File: src/rtl/fpu_dot_sequencer_if.sv
// rtl/fpu_dot_sequencer_if.sv - operand, FPU strobe/ack and result signals of the dot-product sequencer
interface fpu_dot_sequencer_if #(parameter int LEN_W = 5);
  logic             start;
  logic [LEN_W-1:0] vec_len;
  logic [31:0]      elem_a;
  logic [31:0]      elem_b;
  logic             elem_valid;
  logic             elem_ready;

  logic [31:0]      mult_a;
  logic [31:0]      mult_b;
  logic             mult_stb;
  logic             mult_ack;
  logic [31:0]      mult_z;
  logic             mult_z_stb;
  logic             mult_z_ack;

  logic [31:0]      add_a;
  logic [31:0]      add_b;
  logic             add_stb;
  logic             add_ack;
  logic [31:0]      add_z;
  logic             add_z_stb;
  logic             add_z_ack;

  logic [31:0]      result;
  logic             result_valid;
  logic             result_ready;
  logic             busy;

  modport master (
    input  start, vec_len, elem_a, elem_b, elem_valid,
    input  mult_ack, mult_z, mult_z_stb,
    input  add_ack, add_z, add_z_stb,
    input  result_ready,
    output elem_ready,
    output mult_a, mult_b, mult_stb, mult_z_ack,
    output add_a, add_b, add_stb, add_z_ack,
    output result, result_valid, busy
  );

  modport slave (
    output start, vec_len, elem_a, elem_b, elem_valid,
    output mult_ack, mult_z, mult_z_stb,
    output add_ack, add_z, add_z_stb,
    output result_ready,
    input  elem_ready,
    input  mult_a, mult_b, mult_stb, mult_z_ack,
    input  add_a, add_b, add_stb, add_z_ack,
    input  result, result_valid, busy
  );
endinterface

File: src/rtl/fpu_dot_sequencer.sv
// rtl/fpu_dot_sequencer.sv - chains FPU multiply/add handshakes into one dot product per start
module fpu_dot_sequencer #(
  parameter int MAX_LEN = 16,
  parameter int LEN_W   = 5
) (
  input logic                clk,
  input logic                rst,
  fpu_dot_sequencer_if.master dp
);

  typedef enum logic [2:0] {
    IDLE, GET, MUL_REQ, MUL_WAIT, ADD_REQ, ADD_WAIT, NEXT, DONE
  } state_t;

  state_t           state;
  state_t           state_next;
  logic [LEN_W-1:0] len;
  logic [LEN_W-1:0] count;
  logic [LEN_W-1:0] count_inc;
  logic [LEN_W-1:0] len_clamp;
  logic [31:0]      pair_a;
  logic [31:0]      pair_b;
  logic [31:0]      prod;
  logic [31:0]      acc;
  logic [31:0]      result_q;
  logic             result_valid_q;
  logic             mult_z_ack_q;
  logic             add_z_ack_q;
  logic             elem_ready_c;
  logic             mult_stb_c;
  logic             add_stb_c;
  logic             busy_c;

  assign len_clamp = (dp.vec_len > LEN_W'(MAX_LEN)) ? LEN_W'(MAX_LEN) : dp.vec_len;
  assign count_inc = count + LEN_W'(1);

  always_ff @(posedge clk) begin
    if (!rst) begin
      state          <= IDLE;
      len            <= '0;
      count          <= '0;
      pair_a         <= '0;
      pair_b         <= '0;
      prod           <= '0;
      acc            <= '0;
      result_q       <= '0;
      result_valid_q <= 1'b0;
      mult_z_ack_q   <= 1'b0;
      add_z_ack_q    <= 1'b0;
    end else begin
      state        <= state_next;
      mult_z_ack_q <= 1'b0;
      add_z_ack_q  <= 1'b0;
      case (state)
        IDLE: begin
          if (dp.start) begin
            len   <= len_clamp;
            count <= '0;
            acc   <= '0;
          end
        end
        GET: begin
          if (dp.elem_valid) begin
            pair_a <= dp.elem_a;
            pair_b <= dp.elem_b;
          end
        end
        MUL_WAIT: begin
          if (dp.mult_z_stb) begin
            prod         <= dp.mult_z;
            mult_z_ack_q <= 1'b1;
            // First product seeds the sum directly instead of adding to zero.
            if (count == '0) begin
              acc <= dp.mult_z;
            end
          end
        end
        ADD_WAIT: begin
          if (dp.add_z_stb) begin
            acc         <= dp.add_z;
            add_z_ack_q <= 1'b1;
          end
        end
        NEXT: begin
          count <= count_inc;
        end
        DONE: begin
          result_q <= acc;
          if (result_valid_q && dp.result_ready) begin
            result_valid_q <= 1'b0;
          end else begin
            result_valid_q <= 1'b1;
          end
        end
        default: begin
        end
      endcase
    end
  end

  always_comb begin
    state_next = state;
    unique case (state)
      IDLE: begin
        if (dp.start) begin
          state_next = (len_clamp == '0) ? DONE : GET;
        end
      end
      GET: begin
        if (dp.elem_valid) begin
          state_next = MUL_REQ;
        end
      end
      MUL_REQ: begin
        if (dp.mult_ack) begin
          state_next = MUL_WAIT;
        end
      end
      MUL_WAIT: begin
        if (dp.mult_z_stb) begin
          state_next = (count == '0) ? NEXT : ADD_REQ;
        end
      end
      ADD_REQ: begin
        if (dp.add_ack) begin
          state_next = ADD_WAIT;
        end
      end
      ADD_WAIT: begin
        if (dp.add_z_stb) begin
          state_next = NEXT;
        end
      end
      NEXT: begin
        state_next = (count_inc == len) ? DONE : GET;
      end
      DONE: begin
        // Leave only once the registered valid has actually been seen.
        if (result_valid_q && dp.result_ready) begin
          state_next = IDLE;
        end
      end
      default: begin
        state_next = IDLE;
      end
    endcase
  end

  always_comb begin
    elem_ready_c = 1'b0;
    mult_stb_c   = 1'b0;
    add_stb_c    = 1'b0;
    busy_c       = 1'b1;
    case (state)
      IDLE:    busy_c       = 1'b0;
      GET:     elem_ready_c = 1'b1;
      MUL_REQ: mult_stb_c   = 1'b1;
      ADD_REQ: add_stb_c    = 1'b1;
      default: begin
      end
    endcase
  end

  assign dp.elem_ready   = elem_ready_c;
  assign dp.mult_stb     = mult_stb_c;
  assign dp.add_stb      = add_stb_c;
  assign dp.busy         = busy_c;
  assign dp.mult_a       = pair_a;
  assign dp.mult_b       = pair_b;
  assign dp.mult_z_ack   = mult_z_ack_q;
  assign dp.add_a        = acc;
  assign dp.add_b        = prod;
  assign dp.add_z_ack    = add_z_ack_q;
  assign dp.result       = result_q;
  assign dp.result_valid = result_valid_q;

endmodule

File: src/flat_wrapper.sv
// flat-port wrapper written by rule: the top's interface ports become plain ports
module fpu_dot_sequencer_flat 
#(
  parameter int MAX_LEN = 16,
  parameter int LEN_W   = 5
)
  (clk, rst, dp_start, dp_vec_len, dp_elem_a, dp_elem_b, dp_elem_valid, dp_mult_ack, dp_mult_z, dp_mult_z_stb, dp_add_ack, dp_add_z, dp_add_z_stb, dp_result_ready, dp_elem_ready, dp_mult_a, dp_mult_b, dp_mult_stb, dp_mult_z_ack, dp_add_a, dp_add_b, dp_add_stb, dp_add_z_ack, dp_result, dp_result_valid, dp_busy);
  fpu_dot_sequencer_if #(.LEN_W(LEN_W)) dp_i ();
  input logic clk;
  input logic rst;
  input wire logic [$bits(dp_i.start)-1:0] dp_start;
  input wire logic [$bits(dp_i.vec_len)-1:0] dp_vec_len;
  input wire logic [$bits(dp_i.elem_a)-1:0] dp_elem_a;
  input wire logic [$bits(dp_i.elem_b)-1:0] dp_elem_b;
  input wire logic [$bits(dp_i.elem_valid)-1:0] dp_elem_valid;
  input wire logic [$bits(dp_i.mult_ack)-1:0] dp_mult_ack;
  input wire logic [$bits(dp_i.mult_z)-1:0] dp_mult_z;
  input wire logic [$bits(dp_i.mult_z_stb)-1:0] dp_mult_z_stb;
  input wire logic [$bits(dp_i.add_ack)-1:0] dp_add_ack;
  input wire logic [$bits(dp_i.add_z)-1:0] dp_add_z;
  input wire logic [$bits(dp_i.add_z_stb)-1:0] dp_add_z_stb;
  input wire logic [$bits(dp_i.result_ready)-1:0] dp_result_ready;
  output wire logic [$bits(dp_i.elem_ready)-1:0] dp_elem_ready;
  output wire logic [$bits(dp_i.mult_a)-1:0] dp_mult_a;
  output wire logic [$bits(dp_i.mult_b)-1:0] dp_mult_b;
  output wire logic [$bits(dp_i.mult_stb)-1:0] dp_mult_stb;
  output wire logic [$bits(dp_i.mult_z_ack)-1:0] dp_mult_z_ack;
  output wire logic [$bits(dp_i.add_a)-1:0] dp_add_a;
  output wire logic [$bits(dp_i.add_b)-1:0] dp_add_b;
  output wire logic [$bits(dp_i.add_stb)-1:0] dp_add_stb;
  output wire logic [$bits(dp_i.add_z_ack)-1:0] dp_add_z_ack;
  output wire logic [$bits(dp_i.result)-1:0] dp_result;
  output wire logic [$bits(dp_i.result_valid)-1:0] dp_result_valid;
  output wire logic [$bits(dp_i.busy)-1:0] dp_busy;
  assign dp_i.start = dp_start;
  assign dp_i.vec_len = dp_vec_len;
  assign dp_i.elem_a = dp_elem_a;
  assign dp_i.elem_b = dp_elem_b;
  assign dp_i.elem_valid = dp_elem_valid;
  assign dp_i.mult_ack = dp_mult_ack;
  assign dp_i.mult_z = dp_mult_z;
  assign dp_i.mult_z_stb = dp_mult_z_stb;
  assign dp_i.add_ack = dp_add_ack;
  assign dp_i.add_z = dp_add_z;
  assign dp_i.add_z_stb = dp_add_z_stb;
  assign dp_i.result_ready = dp_result_ready;
  assign dp_elem_ready = dp_i.elem_ready;
  assign dp_mult_a = dp_i.mult_a;
  assign dp_mult_b = dp_i.mult_b;
  assign dp_mult_stb = dp_i.mult_stb;
  assign dp_mult_z_ack = dp_i.mult_z_ack;
  assign dp_add_a = dp_i.add_a;
  assign dp_add_b = dp_i.add_b;
  assign dp_add_stb = dp_i.add_stb;
  assign dp_add_z_ack = dp_i.add_z_ack;
  assign dp_result = dp_i.result;
  assign dp_result_valid = dp_i.result_valid;
  assign dp_busy = dp_i.busy;
  fpu_dot_sequencer #(.MAX_LEN(MAX_LEN), .LEN_W(LEN_W)) u_core (.clk(clk), .rst(rst), .dp(dp_i));
endmodule
File: config.mk
export PLATFORM = sky130hd
export DESIGN_NAME = fpu_dot_sequencer_flat
export DESIGN_NICKNAME = d
export VERILOG_FILES = /design/src/rtl/fpu_dot_sequencer_if.sv /design/src/rtl/fpu_dot_sequencer.sv /design/src/flat_wrapper.sv
export SDC_FILE = /design/constraint.sdc
export NUM_CORES = 1
export LEC_CHECK = 0
export CORE_MARGIN = 8
export CORE_UTILIZATION = 25
export DETAILED_ROUTE_END_ITERATION = 12
export PLACE_DENSITY_LB_ADDON = 0.1
export REMOVE_ABC_BUFFERS = 1
export SLEW_MARGIN = 20
export SYNTH_ARGS = -nofsm -noshare
export SYNTH_HDL_FRONTEND = slang
export SYNTH_SLANG_ARGS = --single-unit
File: constraint.sdc
create_clock -name clk -period 2.95 [get_ports clk]
set_input_delay 0.59 -clock clk [delete_from_list [all_inputs] [get_ports clk]]
set_output_delay 0.59 -clock clk [all_outputs]
set_load 0.05 [all_outputs]
**Yosys cells after proc, flatten, opt, wreduce, memory -nomap -nowiden**

Index checks and enable logic that the tools add are counted.
Widths: inputs -> output; s select.

- Register bits: 176
- Input bits: 142
- Output and inout port bits: 167
- Logic and storage cells: 69

- Add/sub/neg operators: 1
- Order comparisons: 1
- Equal/unequal tests: 16
- Multiplexer cells: 26
- Reductions and logical operators: 14

Operators by type and width:

| cell | count |
|---|---|
| $mux 32 | 4 |
| $pmux 32 s3 | 1 |
| $mux 3 | 9 |
| $pmux 3 s8 | 1 |
| $eq 3x3->1 const B | 4 |
| $ne 2x2->1 const B | 6 |
| $reduce_and 2->1 | 6 |
| $logic_not 5->1 | 2 |
| $mux 5 | 2 |
| $pmux 5 s2 | 1 |
| $mux 1 | 7 |
| $reduce_and 7->1 | 1 |
| $eq 3x2->1 const B | 2 |
| $add 5x1->5 const B | 1 |
| $eq 5x5->1 | 1 |
| $gt 5x5->1 const B | 1 |
| $reduce_and 5->1 | 1 |
| $ne 2x1->1 const B | 2 |
| $eq 3x1->1 const B | 1 |
| $logic_not 3->1 | 1 |
| $reduce_bool 3->1 | 1 |
| $mux 2 | 1 |
| $reduce_bool 2->1 | 1 |
| $logic_and 1x1->1 | 1 |

**Logic depth before layout (Yosys ltp)**

Gate-level depths: netlist of the first run.

- Word-level depth: 6
- Mapped depth: 8

**Worst setup path before layout of the first run**

No wires, ideal clock.

- Path kind: reg-to-reg
- Start: register u_core.state[0]
- End: register u_core.pair_a[12], in the netlist u_core.dp.mult_a[12]
- Setup time: 76 ps
- Data arrival time: 2361 ps
- Setup slack: 514 ps
- Cell stages (with the launch flop): 8
- Buffers on the path: 2
- Period minus slack after synthesis: 2436 ps
- Cells stage by stage: dfxtp_1 > or2b_2 > nor2_1 > and2_1 > clkbuf_1 > buf_1 > nand2_1 > a21boi_0

- Longest elaborated chain between the ends: 2

RTL lines:

| item | line | source |
|---|---|---|
| start: declaration | fpu_dot_sequencer.sv:15 | `state_t state;` |
| start signal: assignment | fpu_dot_sequencer.sv:51 | `state <= state_next;` |
| $eq 3x1->1 | fpu_dot_sequencer.sv:54 | `case (state)` |
| $reduce_and 2->1 (no source line) | n/a |  |
| end signal: assignment | fpu_dot_sequencer.sv:64 | `pair_a <= dp.elem_a;` |
| end: declaration | fpu_dot_sequencer.sv:21 | `logic [31:0] pair_a;` |

Every way passes these cells.
A chain may end at the register's enable or synchronous reset.

**Worst setup path after layout of the first run**

- Start: register u_core.state[1]
- End: output dp_add_stb

- Longest elaborated chain between the ends: 2

RTL lines:

| item | line | source |
|---|---|---|
| $eq 3x3->1 | fpu_dot_sequencer.sv:154 | `case (state)` |
| $mux 1 | fpu_dot_sequencer.sv:154 |  |
| end: declaration | flat_wrapper.sv:30 | `output wire logic [$bits(dp_i.add_stb)-1:0] dp_add_stb;` |

Every way passes these cells.

==> results of run 1 <==
## Yosys cell counts, drive strengths merged (2+ instances only)
cell type,instances,area share (%)
nor3,2,0.15
clkbuf,46,2.5
or4b,2,0.35
nor2,7,0.38
ha,2,0.36
inv,4,0.22
nand3b,2,0.22
o21ai,6,0.44
nand3,5,0.36
xor2,3,0.38
and3b,2,0.26
nand2,232,13
and2,4,0.37
or3,2,0.18
o211a,34,5.0
xnor2,6,0.77
a21oi,11,0.80
a21boi,98,11
a22oi,32,3.5
nor3b,4,0.44
a22o,32,4.1
nor2b,9,0.82
o221ai,2,0.26
and3,3,0.27
buf,15,1.7
dfxtp,176,51
## path summary, 6_finish.rpt
path,cells after the start,slack [ps],start,end
max reg2reg,8,700,u_core.count[0],u_core.dp.add_a[6]
min reg2reg,2,460,u_core.dp.result[12],u_core.dp.result[12]
min,2,460,u_core.dp.result[12],u_core.dp.result[12]
max,3,200,u_core.state[1],dp_add_stb
## power by group through the flow
stage          combinational (mW)  clock [mW]  sequential, mW
4_1_cts                      4.15        2.32            3.07
6_report                     4.07        2.23            3.06
3_3_place_gp                 4.11           0            3.11
2_1_floorplan                1.37           0            4.27
3_5_place_dp                 4.14           0            3.12
5_1_grt                      4.40        2.42            3.13
## state kept, by name, indices dropped and copies added (netlist names), 3 cells and up
| signal | cells |
|---|---|
| u_core.count | 5 |
| u_core.dp.add_a | 32 |
| u_core.dp.add_b | 32 |
| u_core.dp.mult_a | 32 |
| u_core.dp.mult_b | 32 |
| u_core.dp.result | 32 |
| u_core.len | 5 |
| u_core.state | 3 |
## kinds of logic after synthesis
group	Yosys count	share of synthesized area [%]
AND/OR/NAND/NOR	279	17.0
AO/OA/AOI/OAI	219	25.5
flip-flops	176	51.4
buffers and inverters	65	4.42
XOR/XNOR	9	1.15
adder cells (fa/ha/maj)	2	0.365
multiplexers	1	0.146
## what timing repair did
action | in CTS | in global routing
setup endpoints to repair | 0 | 1
gates resized for setup | 0 | 1
hold endpoints to repair | 0 | 0
## per-layer routing
layer | track usage (%) | vias up | routed length [um]
li1 | - | 3139 | -
met5 | 0 | - | 0
met2 | 21.7 | 239 | 10300
met3 | 8.02 | 6 | 2990
met1 | 19.2 | 2861 | 11500
met4 | 2.85 | 0 | 120
## worst max-delay path, stage by stage, from the launching register on
cell and delay (ps):
dfxtp_1 440, or2_2 390, nor2_1 110, clkdlybuf4s50_1 810
## layout make-up
class                      instances  area [sq um]
clock buffer                      18           429
inverter                           4          15.0
multi-input combinational        510          3060
timing repair buffer             322          3250
sequential                       176          3520
tap                              341           427
fill                            2747         16100
clock inverter                    13           128
==> out/qor.csv, run 1 <==
metric;value;unit
Post-Syn Area;6860;sq um
Vias per Instance;4.51;
die area;33000;sq um
CP startpoint kind;register;
Die Span Y;182;um
final hold viol count;0;
Power Dens Cells;864;nW/um^2
# diodes;0;
Clk pin slew, worst setup/hold paths;70;ps
core box area;27000;sq um
Post-synth ARST share;0;%
Starting Density;25.4;%
clk_lat worst skew;420;ps
Final Slew Violations;0;
Top FF cell, synth;dfxtp_1;
placed cell areas;10300;sq um
leakage power;4.08;nW
WP data arrival;2160;ps
CP Class;register to output pin;
Fin Setup TNS;0;ps
RSZ-0062 raised after global routing;no;
pin count of the biggest net entering global routing;128;
post-synth cell types;42;
commonest non-fill, non-tap cell in the layout;clkdlybuf4s50_1;
Worst Hold Slack;462;ps
count of final setup violators;0;
antenna viol nets, final;0;
Seq pwr share;32.7;%
Fmax;0.364;GHz
WP data required;2360;ps
gr ovfl total;0;
Syn Inst Count;751;
GRT Total Usage;14.9;%
Area Growth Syn to Fin;58.0;%
Worst Skew;12.2;ps
sw frac;42.4;%
status;complete, no violations;
# clock sinks;176;
Net Sw Power;3.96;mW
Ports;309;
Clock Tree Root;clkbuf_16;
CP Capture Type;output pin;
Longest Clk Path Bufs;2;
Horiz. Die Dim;182;um
min-delay worst type;register to register;
Iter 0 DRT Violations;313;
placed insts;1353;
H-Tree Level Count;4;
Total Wirelength;24900;um
most frequent cells in the layout;clkdlybuf4s50_1, nand2_1, dfxtp_1;
Tot Pwr;9.36;mW
non-filler instance count after layout;1384;
cts hold-fix bufs;0;
initial antenna violation count;0;
Buffers on Ports;308;
syn avg cell area;9.13;sq um
# DRC;0;
Tmin final;2750;ps
cell area after layout;10800;sq um
Rel. slew slack;57.5;%
Clk pwr share;23.8;%
per-cell routed wire length;18.0;um
Rows;60;
Nets;1175;
worst slack, placed;451;ps
share of layout cells above drive strength 1;5.37;%
drt pass-1 iters;4;
first-pass GRT wire length;39000;um
#FFs+latches synth;176;
Ys Warns;0;
measured slew at the worst slew-check pin;635;ps
Util after Layout;40.2;%
Seq/Total Area, Yosys;51.4;%
clock buffer count from CTS;17;
EDFF count, synth;0;
maximum VDD drop;0.394;mV
Internal;5.39;mW
via count of the first global-routing pass;6454;
critical-path maximum fanout;15;
final worst path period share;93.2;%
max_cap viols;0;
Worst Slack Setup Final;202;ps
gpl congestion;0.739;
hpwl dp;17700;um
Logic pwr share;43.5;%
CTS tree;yes;
via count;6245;
Post-CTS Setup Inserts;0;
No activity file was read; power rests on OpenSTA's default activity.
==> run 2: changes to the inputs <==
--- a/config.mk
+++ b/config.mk
@@ -5,6 +5,8 @@
 export SDC_FILE = /design/constraint.sdc
 export NUM_CORES = 1
 export LEC_CHECK = 0
+export CELL_PAD_IN_SITES_DETAIL_PLACEMENT = 0
+export CELL_PAD_IN_SITES_GLOBAL_PLACEMENT = 1
 export CORE_MARGIN = 8
 export CORE_UTILIZATION = 25
 export DETAILED_ROUTE_END_ITERATION = 12
==> out/qor.csv, run 2 (synthesized netlist as in run 1, its figures left out) <==
metric;value;unit
Horiz. Die Dim;182;um
Tot Pwr;9.74;mW
via count of the first global-routing pass;6499;
via count;6312;
gpl congestion;0.728;
# clock sinks;176;
Clk pwr share;24.2;%
die area;33000;sq um
CTS tree;yes;
CP startpoint kind;register;
WP data arrival;2270;ps
Internal;5.69;mW
clock buffer count from CTS;17;
CP max stage delay;820;ps
H-Tree Level Count;4;
critical-path maximum fanout;10;
final hold viol count;0;
Buffers on Ports;308;
# diodes;0;
# DRC;0;
leakage power;4.17;nW
Ports;309;
core box area;27000;sq um
Clock Tree Root;clkbuf_16;
Iter 0 DRT Violations;242;
pin count of the biggest net entering global routing;66;
maximum VDD drop;0.341;mV
Rel. slew slack;57.4;%
WHS Path Cells;2;
Worst Skew;11.2;ps
Logic pwr share;44.4;%
Longest Clk Path Bufs;2;
RSZ-0062 raised after global routing;no;
Seq pwr share;31.4;%
initial antenna violation count;0;
hpwl dp;18400;um
Nets;1189;
Rows;60;
WP data required;2360;ps
clk_lat worst skew;420;ps
commonest non-fill, non-tap cell in the layout;clkdlybuf4s50_1;
Net Sw Power;4.05;mW
Final Slew Violations;0;
Power Dens Cells;887;nW/um^2
measured slew at the worst slew-check pin;639;ps
Vias per Instance;4.51;
Worst Slack Setup Final;86.2;ps
crit-path cells;buf_4 -> or2_2 -> nor2_1 -> clkdlybuf4s50_1;
Tmin final;2860;ps
share of layout cells above drive strength 1;6.71;%
CP Class;register to output pin;
final worst path period share;97.1;%
Post-CTS Setup Inserts;0;
per-cell routed wire length;18.1;um
Fmax;0.349;GHz
CP Capture Type;output pin;
GRT Total Usage;14.9;%
Die Span Y;182;um
Clk pin slew, worst setup/hold paths;80;ps
Area Growth Syn to Fin;60.1;%
max_cap viols;0;
cts hold-fix bufs;0;
worst r2r path cells;9;
worst slack, placed;292;ps
first-pass GRT wire length;38900;um
gr ovfl total;0;
Starting Density;25.4;%
Total Wirelength;25300;um
drt pass-1 iters;4;
count of final setup violators;0;
min-delay worst type;register to register;
most frequent cells in the layout;clkdlybuf4s50_1, nand2_1, dfxtp_1;
Worst path slowest cell;clkdlybuf4s50_1;
antenna viol nets, final;0;
status;complete, no violations;
sw frac;41.6;%
==> run 2: routing by layer <==
| metal | GRT usage, % | wire length, um |
|---|---|---|
| met4 | 3.44 | 194 |
| met2 | 22.5 | 10700 |
| met5 | 0 | 0 |
| met3 | 6.49 | 2420 |
| met1 | 19.3 | 12000 |
==> run 2: area by class of cell <==
type                            instances  area [sq um]
Multi-Input combinational cell        510          3060
Fill cell                            2778         16000
Sequential cell                       176          3520
Tap cell                              341           427
Clock buffer                           18           429
Inverter                                4          15.0
Clock inverter                         14           170
Timing Repair Buffer                  336          3350
==> run 2: through the flow <==
step / instance area [sq um] / util [%] / hold WS (ps) / std cells / setup TNS (ps)
global route: 11000 / 40.7 / 482 / 1399 / 0
detailed placement: 10400 / 38.5 / 456 / 1367 / 0
CTS: 11000 / 40.7 / 467 / 1399 / 0
global placement: 10400 / 38.5 / 451 / 1367 / 0
floorplan: 6570 / - / 484 / 690 / -24590
finish: 11000 / 40.7 / 461 / 1399 / 0
==> run 2: final timing paths <==
kind                                           start                   end  slack, ps
worst min register to register  u_core.dp.mult_b[25]  u_core.dp.mult_b[25]        460
worst min-delay path            u_core.dp.mult_b[25]  u_core.dp.mult_b[25]        460
worst max-delay path                 u_core.state[0]            dp_add_stb         90
worst max register to register       u_core.count[0]   u_core.dp.add_a[27]        560
==> run 2: critical path, delay by kind of cell, from the launching register on <==
family / cells / cell delay [ps]
simple gates: 2 / 440
buf+inv: 2 / 1010
flops: 1 / 400
==> run 2: timing repair <==
action                                  in CTS  in global routing
hold endpoints to repair                     0                  0
resized for setup                            1                  0
endpoints found under the setup margin       1                  0
==> run 2: power groups by stage <==
stage,sequential [mW],clock (mW),combinational [mW]
after floorplan,4.27,0,1.37
after global placement,3.11,0,4.35
after detailed placement,3.11,0,4.38
after CTS,3.06,2.45,4.39
after global routing,3.12,2.54,4.64
final,3.06,2.35,4.33
==> run 3: changes to the inputs <==
--- a/config.mk
+++ b/config.mk
@@ -10,6 +10,7 @@
 export CORE_MARGIN = 8
 export CORE_UTILIZATION = 25
 export DETAILED_ROUTE_END_ITERATION = 12
+export GPL_ROUTABILITY_DRIVEN = 0
 export PLACE_DENSITY_LB_ADDON = 0.1
 export REMOVE_ABC_BUFFERS = 1
 export SLEW_MARGIN = 20
==> results of run 3 <==
The final DEF is identical to that of run 2; final timing and power are the same.
